<file path="config.mk">
export PLATFORM = sky130hd
export DESIGN_NAME = adc_pipe_ctrl_flat
export DESIGN_NICKNAME = d
export VERILOG_FILES = /design/src/rtl/adc_pipe_pkg.sv /design/src/rtl/adc_pipe_ctrl_if.sv /design/src/rtl/adc_pipe_phase_gen.sv /design/src/rtl/adc_pipe_ctrl.sv /design/src/flat_wrapper.sv
export SDC_FILE = /design/constraint.sdc
export NUM_CORES = 1
export LEC_CHECK = 0
export CORE_ASPECT_RATIO = 1.1
export CORE_UTILIZATION = 45
export CTS_CLUSTER_DIAMETER = 120
export DETAILED_ROUTE_END_ITERATION = 7
export GPL_TIMING_DRIVEN = 0
export PLACE_DENSITY = 0.68
export SYNTH_ARGS = -nofsm -noshare
export SYNTH_HDL_FRONTEND = slang
export SYNTH_SLANG_ARGS = --single-unit
</file>
<file path="constraint.sdc">
create_clock -name clk_i -period 3.88 [get_ports clk_i]
set_clock_uncertainty 0.15 [all_clocks]
set_input_delay 0.776 -clock clk_i [delete_from_list [all_inputs] [get_ports clk_i]]
set_output_delay 0.776 -clock clk_i [all_outputs]
set_load 0.05 [all_outputs]
</file>
<file path="src/rtl/adc_pipe_pkg.sv">
// adc_pipe_pkg: shared state enum, stage-count derivation, default widths and fill-depth helper
package adc_pipe_pkg;
    localparam int NUM_BITS_PER_STAGE = 1;
    localparam int REDUNDANCY = 1;
    localparam int BITS_ADC_STAGE = NUM_BITS_PER_STAGE + REDUNDANCY;
    localparam int DEF_NUM_BITS = 3;
    // the last stage resolves the non-redundant bits; the rest are split over pipeline stages
    localparam int DEF_NUM_STAGES = (DEF_NUM_BITS - (BITS_ADC_STAGE - REDUNDANCY)) / NUM_BITS_PER_STAGE;
    localparam int DEF_PHASE_W = 4;
    typedef enum logic [2:0] {IDLE, P1, G1, P2, G2} state_t;
    // one result emerges per phi1/phi2 pair, so a stage pair costs one discarded capture
    function automatic int fill_depth(input int stages);
        return stages / 2;
    endfunction
endpackage

</file>
<file path="src/rtl/adc_pipe_ctrl_if.sv">
// adc_pipe_ctrl_if: conversion result handshake (master: sample, valid out / ready in)
interface adc_pipe_ctrl_if #(parameter int NUM_BITS = adc_pipe_pkg::DEF_NUM_BITS);
    logic [NUM_BITS-1:0] sample;
    logic valid;
    logic ready;
    modport master (output sample, valid, input ready);
    modport slave (input sample, valid, output ready);
endinterface

</file>
<file path="src/rtl/adc_pipe_phase_gen.sv">
// adc_pipe_phase_gen: non-overlapping phi1/phi2 generator
// ports: clk_i, reset_i, en_i, t_phase_i/t_gap_i (0 means 1) in; phi1_o, phi2_o, cap_o (last cycle of capture phase), busy_o out
module adc_pipe_phase_gen
    import adc_pipe_pkg::*;
#(
    parameter int NUM_STAGES = DEF_NUM_STAGES,
    parameter int PHASE_W = DEF_PHASE_W
) (
    input  logic               clk_i,
    input  logic               reset_i,
    input  logic               en_i,
    input  logic [PHASE_W-1:0] t_phase_i,
    input  logic [PHASE_W-1:0] t_gap_i,
    output logic               phi1_o,
    output logic               phi2_o,
    output logic               cap_o,
    output logic               busy_o
);
    localparam state_t CAP_ST = (NUM_STAGES % 2 == 0) ? P1 : P2;
    state_t r_state;
    logic [PHASE_W-1:0] r_cnt, r_tp, r_tg;
    logic r_phi1, r_phi2;
    logic [PHASE_W-1:0] w_tp, w_tg, w_lim;
    logic w_end, w_start;
    assign w_tp = (t_phase_i == '0) ? PHASE_W'(1) : t_phase_i;
    assign w_tg = (t_gap_i == '0) ? PHASE_W'(1) : t_gap_i;
    assign w_lim = (r_state == P1 || r_state == P2) ? r_tp : r_tg;
    assign w_end = r_cnt == w_lim - PHASE_W'(1);
    assign w_start = en_i && (r_state == IDLE || (r_state == G2 && w_end));
    assign phi1_o = r_phi1;
    assign phi2_o = r_phi2;
    assign cap_o = (r_state == CAP_ST) && w_end;
    assign busy_o = r_state != IDLE;
    always_ff @(posedge clk_i) begin
        if (reset_i) begin
            r_state <= IDLE;
            r_cnt <= '0;
            r_tp <= '0;
            r_tg <= '0;
            r_phi1 <= 1'b0;
            r_phi2 <= 1'b0;
        end else begin
            r_cnt <= (w_end || r_state == IDLE) ? '0 : r_cnt + PHASE_W'(1);
            if (w_start) begin
                r_tp <= w_tp;
                r_tg <= w_tg;
            end
            case (r_state)
                IDLE: if (en_i) begin r_state <= P1; r_phi1 <= 1'b1; end
                P1: if (w_end) begin r_state <= G1; r_phi1 <= 1'b0; end
                G1: if (w_end) begin r_state <= P2; r_phi2 <= 1'b1; end
                P2: if (w_end) begin r_state <= G2; r_phi2 <= 1'b0; end
                G2: if (w_end) begin r_state <= en_i ? P1 : IDLE; r_phi1 <= en_i; end
                default: r_state <= IDLE;
            endcase
        end
    end
endmodule

</file>
<file path="src/rtl/adc_pipe_ctrl.sv">
// adc_pipe_ctrl: pipelined ADC phase control with pipeline-fill discard, result capture and handshake
// ports: clk_i, reset_i, en_i, t_phase_i, t_gap_i, d_enc_i, clr_ovr_i in; phi1_o, phi2_o, overrun_o, busy_o out; out_if result handshake
module adc_pipe_ctrl
    import adc_pipe_pkg::*;
#(
    parameter int NUM_BITS = DEF_NUM_BITS,
    parameter int NUM_STAGES = DEF_NUM_STAGES,
    parameter int PHASE_W = DEF_PHASE_W
) (
    input  logic                  clk_i,
    input  logic                  reset_i,
    input  logic                  en_i,
    input  logic [PHASE_W-1:0]    t_phase_i,
    input  logic [PHASE_W-1:0]    t_gap_i,
    output logic                  phi1_o,
    output logic                  phi2_o,
    input  logic [NUM_BITS-1:0]   d_enc_i,
    input  logic                  clr_ovr_i,
    output logic                  overrun_o,
    output logic                  busy_o,
    adc_pipe_ctrl_if.master       out_if
);
    localparam int FILL = fill_depth(NUM_STAGES);
    logic w_cap, w_busy, w_filled, w_take;
    logic [7:0] r_fill;
    logic [NUM_BITS-1:0] r_sample;
    logic r_valid, r_ovr;
    adc_pipe_phase_gen #(.NUM_STAGES(NUM_STAGES), .PHASE_W(PHASE_W)) u_phase_gen (
        .clk_i(clk_i),
        .reset_i(reset_i),
        .en_i(en_i),
        .t_phase_i(t_phase_i),
        .t_gap_i(t_gap_i),
        .phi1_o(phi1_o),
        .phi2_o(phi2_o),
        .cap_o(w_cap),
        .busy_o(w_busy)
    );
    assign w_filled = r_fill >= 8'(FILL);
    assign w_take = w_cap && w_filled;
    assign out_if.sample = r_sample;
    assign out_if.valid = r_valid;
    assign overrun_o = r_ovr;
    assign busy_o = w_busy;
    always_ff @(posedge clk_i) begin
        if (reset_i) begin
            r_fill <= '0;
            r_sample <= '0;
            r_valid <= 1'b0;
            r_ovr <= 1'b0;
        end else begin
            // idle clears the fill count so every restart discards the stale pipeline contents
            r_fill <= !w_busy ? '0 : (w_cap && !w_filled) ? r_fill + 8'd1 : r_fill;
            r_sample <= (w_take && (!r_valid || out_if.ready)) ? d_enc_i : r_sample;
            r_valid <= w_take ? 1'b1 : out_if.ready ? 1'b0 : r_valid;
            // a lost sample outranks a simultaneous clear
            r_ovr <= (w_take && r_valid && !out_if.ready) || (r_ovr && !clr_ovr_i);
        end
    end
endmodule

</file>
<file path="src/flat_wrapper.sv">
// flat-port wrapper written by rule: the top's interface ports become plain ports
module adc_pipe_ctrl_flat import adc_pipe_pkg::*;
#(
    parameter int NUM_BITS = DEF_NUM_BITS,
    parameter int NUM_STAGES = DEF_NUM_STAGES,
    parameter int PHASE_W = DEF_PHASE_W
)
  (clk_i, reset_i, en_i, t_phase_i, t_gap_i, phi1_o, phi2_o, d_enc_i, clr_ovr_i, overrun_o, busy_o, out_if_sample, out_if_valid, out_if_ready);
  adc_pipe_ctrl_if #(.NUM_BITS(NUM_BITS)) out_if_i ();
  input  logic clk_i;
  input  logic reset_i;
  input  logic en_i;
  input  logic [PHASE_W-1:0] t_phase_i;
  input  logic [PHASE_W-1:0] t_gap_i;
  output logic phi1_o;
  output logic phi2_o;
  input  logic [NUM_BITS-1:0] d_enc_i;
  input  logic clr_ovr_i;
  output logic overrun_o;
  output logic busy_o;
  output wire logic [$bits(out_if_i.sample)-1:0] out_if_sample;
  output wire logic [$bits(out_if_i.valid)-1:0] out_if_valid;
  input wire logic [$bits(out_if_i.ready)-1:0] out_if_ready;
  assign out_if_sample = out_if_i.sample;
  assign out_if_valid = out_if_i.valid;
  assign out_if_i.ready = out_if_ready;
  adc_pipe_ctrl #(.NUM_BITS(NUM_BITS), .NUM_STAGES(NUM_STAGES), .PHASE_W(PHASE_W)) u_core (.clk_i(clk_i), .reset_i(reset_i), .en_i(en_i), .t_phase_i(t_phase_i), .t_gap_i(t_gap_i), .phi1_o(phi1_o), .phi2_o(phi2_o), .d_enc_i(d_enc_i), .clr_ovr_i(clr_ovr_i), .overrun_o(overrun_o), .busy_o(busy_o), .out_if(out_if_i));
endmodule
</file>
### Word level (Yosys, flattened, before mapping)

Cells that the tools add are included.

| word-level totals | value |
|---|---|
| output and inout port bits | 8 |
| register bits after elaboration | 30 |
| word-level logic and storage cells | 73 |
| bits of input ports | 16 |

| operators by class | value |
|---|---|
| bitwise logic cells | 1 |
| reduce and logical (&&, ||, !) cells | 30 |
| multiplexer cells | 18 |
| equality and inequality tests | 10 |
| order comparisons | 1 |
| add/subtract/negate cells | 3 |

Operators with widths:

| operator | number |
|---|---|
| $mux W3 | 5 |
| $pmux W3 S5 | 1 |
| $mux W4 | 3 |
| $ne A2 B2 Y1 const B | 5 |
| $logic_and A1 B1 Y1 | 9 |
| $add A8 B1 Y8 const B | 1 |
| $ge A8 B1 Y1 const B | 1 |
| $logic_not A4 Y1 | 2 |
| $mux W1 | 7 |
| $eq A3 B2 Y1 const B | 2 |
| $reduce_bool A3 Y1 | 2 |
| $logic_or A1 B1 Y1 | 5 |
| $reduce_and A5 Y1 | 1 |
| $add A4 B1 Y4 const B | 1 |
| $eq A4 B4 Y1 | 1 |
| $logic_not A1 Y1 | 4 |
| $reduce_and A4 Y1 | 1 |
| $reduce_bool A2 Y1 | 2 |
| $reduce_or A2 Y1 | 2 |
| $sub A4 B1 Y4 const B | 1 |
| $eq A3 B1 Y1 const B | 1 |
| $eq A3 B3 Y1 const B | 1 |
| $logic_not A3 Y1 | 1 |
| $pmux W1 S3 | 1 |
| other kinds (3) | 3 |

### Depth between registers and ports, before layout

| logic depth | value |
|---|---|
| depth in word-level cells | 10 |
| gate-level depth with buffers | 11 |
| gate-level depth less buffers | 9 |

### Modules after synthesis

From an unflattened synthesis, not the netlist that was laid out.

| second synthesis, totals | value |
|---|---|
| cell total of the unflattened synthesis | 159 |
| area, all modules | 1514.0 um^2 |

Modules (own cells, without submodules):

| module | times used | area each (um^2) | seq. area each (um^2) | cells an instance |
|---|---|---|---|---|
| adc_pipe_phase_gen | 1 | 963.4 | 340.3 | 104 |
| adc_pipe_ctrl | 1 | 550.5 | 260.2 | 55 |

### Worst setup path after synthesis

OpenSTA, ideal clock, no wires.

| path | value |
|---|---|
| kind | register to register |
| start point | reg u_core.u_phase_gen.r_state[0] |
| end point | reg u_core.u_phase_gen.r_tg[1] |
| data required time | 3658 ps |
| setup slack | 890 ps |
| cell stages (with the launch flop) | 12 |
| library setup time | 72 ps |
| period minus slack after synthesis | 2990 ps |
| data arrival time | 2769 ps |
| path buffers | 2 |
| cells stage by stage | dfxtp_1 > and2b_1 > buf_6 > mux2i_1 > ha_1 > xnor2_1 > and2b_1 > mux2i_1 > or4_4 > buf_6 > a31oi_4 > mux2i_1 |

| on the way | value |
|---|---|
| cells in the longest elaborated chain, start to end | 8 |
| elaborated cells between the ends (all ways) | 11 |
| those cells by class | add/sub (1); eq/ne (4); mux (1); reduce/logical (5) |

Ends and longest elaborated chain:

| element | RTL line | RTL |
|---|---|---|
| from (decl) | adc_pipe_phase_gen.sv:20 | `state_t r_state;` |
| from (signal assigned) | adc_pipe_phase_gen.sv:53 | `G2: if (w_end) begin r_state <= en_i ? P1 : IDLE; r_phi1 <= en_i; end` |
| $eq A3 B1 Y1 / $eq A3 B2 Y1 (equally long branches) | adc_pipe_phase_gen.sv:27 | `assign w_lim = (r_state == P1 \|\| r_state == P2) ? r_tp : r_tg;` |
| $logic_or A1 B1 Y1 | adc_pipe_phase_gen.sv:27 |  |
| $mux W4 | adc_pipe_phase_gen.sv:27 |  |
| $sub A4 B1 Y4 | adc_pipe_phase_gen.sv:28 | `assign w_end = r_cnt == w_lim - PHASE_W'(1);` |
| $eq A4 B4 Y1 | adc_pipe_phase_gen.sv:28 |  |
| $logic_and A1 B1 Y1 | adc_pipe_phase_gen.sv:29 | `assign w_start = en_i && (r_state == IDLE \|\| (r_state == G2 && w_end));` |
| $logic_or A1 B1 Y1 * | adc_pipe_phase_gen.sv:29 |  |
| $logic_and A1 B1 Y1 * | adc_pipe_phase_gen.sv:29 |  |
| to (signal assigned) | adc_pipe_phase_gen.sv:46 | `r_tg <= w_tg;` |
| to (decl) | adc_pipe_phase_gen.sv:21 | `logic [PHASE_W-1:0] r_cnt, r_tp, r_tg;` |

Mark *: on every way between the ends. The rest lies on a longest branch, timed or not.
A chain may end at the register's enable or synchronous reset.

### Worst setup path in the final report

| path | value |
|---|---|
| start point | reg u_core.u_phase_gen.r_state[0] |
| end point | reg u_core.u_phase_gen.r_phi2 (netlist: u_core.u_phase_gen.phi2_o) |

| on the way | value |
|---|---|
| cells in the longest elaborated chain, start to end | 7 |
| elaborated cells between the ends (all ways) | 12 |
| those cells by class | add/sub (1); eq/ne (6); mux (2); reduce/logical (3) |

Ends and longest elaborated chain:

| element | RTL line | RTL |
|---|---|---|
| $eq A3 B1 Y1 / $eq A3 B2 Y1 (equally long branches) | adc_pipe_phase_gen.sv:27, adc_pipe_phase_gen.sv:48 |  |
| $logic_or A1 B1 Y1 | adc_pipe_phase_gen.sv:27 |  |
| $mux W4 | adc_pipe_phase_gen.sv:27 |  |
| $sub A4 B1 Y4 | adc_pipe_phase_gen.sv:28 |  |
| $eq A4 B4 Y1 | adc_pipe_phase_gen.sv:28 |  |
| $ne A2 B2 Y1 (no line) | n/a |  |
| $reduce_and A3 Y1 (no line) | n/a |  |
| to (signal assigned) | adc_pipe_phase_gen.sv:41 | `r_phi2 <= 1'b0;` |
| to (signal assigned) | adc_pipe_phase_gen.sv:51 | `G1: if (w_end) begin r_state <= P2; r_phi2 <= 1'b1; end` |
| to (signal assigned) | adc_pipe_phase_gen.sv:52 | `P2: if (w_end) begin r_state <= G2; r_phi2 <= 1'b0; end` |
| to (decl) | adc_pipe_phase_gen.sv:22 | `logic r_phi1, r_phi2;` |

Several ways; a longest one is shown, not always the timed one.

==> flow_summary.json <==
{
  "run_status": "complete, no violations",
  "grt_start_max_net_pins": 11,
  "synth.yosys.seq_area_share": 0.356,
  "antenna_cells": 0,
  "insertion_delay_ps": 330,
  "globalRouteTotalUtil": 0.204,
  "timing.fmax_mhz": 284,
  "global_route.overflow_total": 0,
  "fp.dieArea_mm2": 0.00400,
  "detailedPlacementHpwl_um": 2650,
  "finalHoldViolations": 0,
  "cell_chain_critical_path": "and2b_1 > buf_6 > mux2i_1 > ha_1 > xnor2_1 > and2b_1 > mux2i_1 > nor4_1 > o21ai_0 > mux2_2",
  "hold-path-cell-count": 1,
  "count_of_tritonroute_iterations_in_the_first_routing_pass": 4,
  "crit_type": "reg -> reg",
  "finish.net_count": 228,
  "syn_nets": 198,
  "cts_max_level": 2,
  "synthMuxAreaShare": 0.120,
  "r2r_end": "u_core.u_phase_gen.phi2_o",
  "timing.critical_path.fanout_max": 8,
  "cts_max_path_buffers": 2,
  "end_kind": "flop",
  "worst_pin_slew_ps": 1010,
  "synth.cell_area_mm2": 0.00169,
  "wl_per_cell_um": 14.0,
  "postCtsResizedCells": 0,
  "yosysUniqueCellTypes": 45,
  "yosys_register_bits": 30,
  "die_height_um": 66.3,
  "setup_violations": 0,
  "numCtsBuffers": 5,
  "ios": 24,
  "powerDensity_mw_per_mm2": 308,
  "synthesis.area_per_instance_um2": 9.54,
  "hold-path-endpoint": "u_core.r_fill[6]",
  "cts_tree": "built",
  "setup_tns_ps": 0,
  "synth_edf_count": 0,
  "r2r_cells": 10,
  "cpMaxStageDelayCell": "nor4_1",
  "hold_path.class": "reg -> reg",
  "grt_antenna_before_repair": 0,
  "max_slew_margin": 0.321,
  "proportion_of_synthesized_flip_flops_having_asynchronous_set_or_reset": 0,
  "via_per_inst": 5.28,
  "tritoncts_num_sinks": 30,
  "synth_top_cell_area_share": 0.356,
  "fraction_of_the_mapped_netlist_area_in_compound_gates": 0.130,
  "ctsHoldBuffers": 0,
  "filler_cells": 347,
  "worst_ep_arrival_time_ps": 3590,
  "synth_xor_area_frac": 0.0207,
  "leakage_uw": 0.000808,
  "drt_drc_violations_left": 0,
  "synthCells": 177,
  "synthFlopType": "dfxtp_1",
  "critical-path-max-stage-delay_ps": 780,
  "r2r_slack_ps": 360,
  "startpoint_type": "flop",
  "synth_area_leaders": "dfxtp_1 36%, mux2i_1 11%, or2b_2 5.2%",
  "via_count": 1352,
  "period_minus_slack_ps": 3520,
  "post-synth-top-area-cell": "dfxtp_1",
  "hold_path.startpoint": "u_core.r_fill[6]",
  "dp_slack_ps": 422,
  "placementRows": 22,
  "dr.first_iter.drc_count": 42,
  "first_pass_grt_wire_length_um": 5950,
  "final_antenna_net_count": 0,
  "peakVddDrop_v": 0.000175,
  "yosysWarningCount": 0,
  "post_cts_buffers": 0,
  "critical_path.reg2reg.startpoint": "u_core.u_phase_gen.r_state[0]",
  "rsz0062_at_grt": "false",
  "critPathRequiredTime_ps": 3950,
  "first_global_vias": 1372,
  "cap_viol_max_count": 0,
  "buffer_ports.inserted": 23,
  "maxSlewViolCount": 0,
  "path_clk_slew_ps": 90,
  "finalCritPeriodShare": 0.907,
  "place.gp.congestion": 0.755,
  "synthAdderAreaFrac": 0.0370,
  "fp.coreArea_mm2": 0.00347,
  "clock_tree.root_cell": "clkbuf_4",
  "final_critical_path_setup_slack_ps": 361,
  "setup.worst_path.start": "u_core.u_phase_gen.r_state[0]",
  "chipWidth_um": 60.4,
  "totalWireLength_um": 3580,
  "synthToLayoutAreaGrowth_pct": 20.7,
  "initial_core_util": 0.487,
  "synth_simple_gate_area_frac": 0.288,
  "layout-drive-gt1-share": 0.154,
  "synth_top_family_by_area": "simple AND/OR/NAND/NOR gates"
}
## critical path: cells and delay by family, from the launching register on
family	cells	cell delay (ps)
xor+xnor	1	150
buf+inv	1	130
flops	1	490
simple gates	3	1170
compound gates	1	210
fa+ha+maj	1	310
mux	3	800
## metrics by stage
step                       util  instances  total power (uW)  instance area [um^2]  hold WS, ps
after floorplan               -        177               404                  1690          280
after global placement    0.571        248               437                  1980          294
after detailed placement  0.571        248               440                  1980          298
after CTS                 0.588        256               638                  2040          321
after global routing      0.588        256               663                  2040          336
final                     0.588        256               629                  2040          317
## metal layers
metal  vias up  wire [um]  track usage
met5         -          0            0
met4         0         70        0.102
met3         6        127       0.0489
met2        26       1840        0.359
met1       647       1540        0.222
li1        673          -            -
## synth_stat cells (2+ instances only)
cell type,number
mux2_2,2
nand2b_1,9
buf_6,4
o21bai_1,2
and2_1,7
clkbuf_1,4
nor3_1,9
xnor2_1,3
dfxtp_1,30
o211ai_1,2
inv_1,6
nor2b_1,3
ha_1,5
o21ai_0,2
nor4_1,2
or2b_1,7
nor2_1,8
and2b_1,2
nand2_1,9
a21oi_1,7
nand3_1,3
mux2i_1,18
or2b_2,10
o211a_1,2
## placed cells by master (no fill, tap or decap), types with 2 or more instances in the layout
master           Yosys  final
nor3_1               9      9
and2b_1              2      2
o21bai_1             2      2
inv_1                6      6
nor4_1               2      2
o211a_1              2      2
xnor2_1              3      3
nand2_1              9      9
or2b_2              10     10
buf_6                4      4
nor2b_1              3      3
mux2_2               2      2
o21ai_0              2      2
clkbuf_4             0      5
a21oi_1              7      7
nor2_1               8      8
and2_1               7      7
o211ai_1             2      2
dfxtp_1             30     30
nand3_1              3      3
nand2b_1             9      9
clkdlybuf4s50_1      0     23
clkbuf_1             4      5
or2b_1               7      7
mux2i_1             18     18
ha_1                 5      5
## worst max path at each step
stage,to,slack (ps),cells after the start
2_1_floorplan,u_core.u_phase_gen.r_tg[1],890,11
5_1_grt,u_core.u_phase_gen.phi2_o,80,10
4_1_cts,u_core.u_phase_gen.phi2_o,400,10
3_5_place_dp,u_core.u_phase_gen.phi2_o,420,10
3_3_place_gp,u_core.u_phase_gen.phi2_o,460,10
6_report,u_core.u_phase_gen.phi2_o,360,10
## cell type report
class | count | area (um^2) | area share
Sequential cell | 30 | 601 | 0.294
Clock buffer | 7 | 55.1 | 0.0270
Inverter | 6 | 22.5 | 0.0110
Timing Repair Buffer | 23 | 230 | 0.113
Multi-Input combinational cell | 133 | 1010 | 0.493
Tap cell | 48 | 60.1 | 0.0294
Buffer | 8 | 60.1 | 0.0294
Clock inverter | 1 | 5.00 | 0.00245
## flip-flops by register name (all words and copies together) (netlist names)
name,flops
u_core.r_fill,8
u_core.u_phase_gen.r_cnt,4
u_core.u_phase_gen.r_tg,4
u_core.u_phase_gen.r_tp,4
u_core.out_if.sample,3
u_core.u_phase_gen.r_state,3
u_core.out_if.valid,1
u_core.overrun_o,1
u_core.u_phase_gen.phi1_o,1
u_core.u_phase_gen.phi2_o,1
## logic make-up after synthesis
| logic type | count (synthesis) |
|---|---|
| AOI/OAI and AO/OA | 26 |
| xor gates and xnor gates | 4 |
| adders and majority gates | 5 |
| buffers and inverters | 14 |
| DFF | 30 |
| muxes | 20 |
| and+or+nand+nor | 78 |
## power by group
part | leakage (uW) | switching [uW] | internal (uW)
registers | 0.000244 | 8.15 | 317
logic | 0.000529 | 54.4 | 54.9
clock network | 0.0000353 | 107 | 87.7
Note: power is estimated with default switching activity, not from simulation.
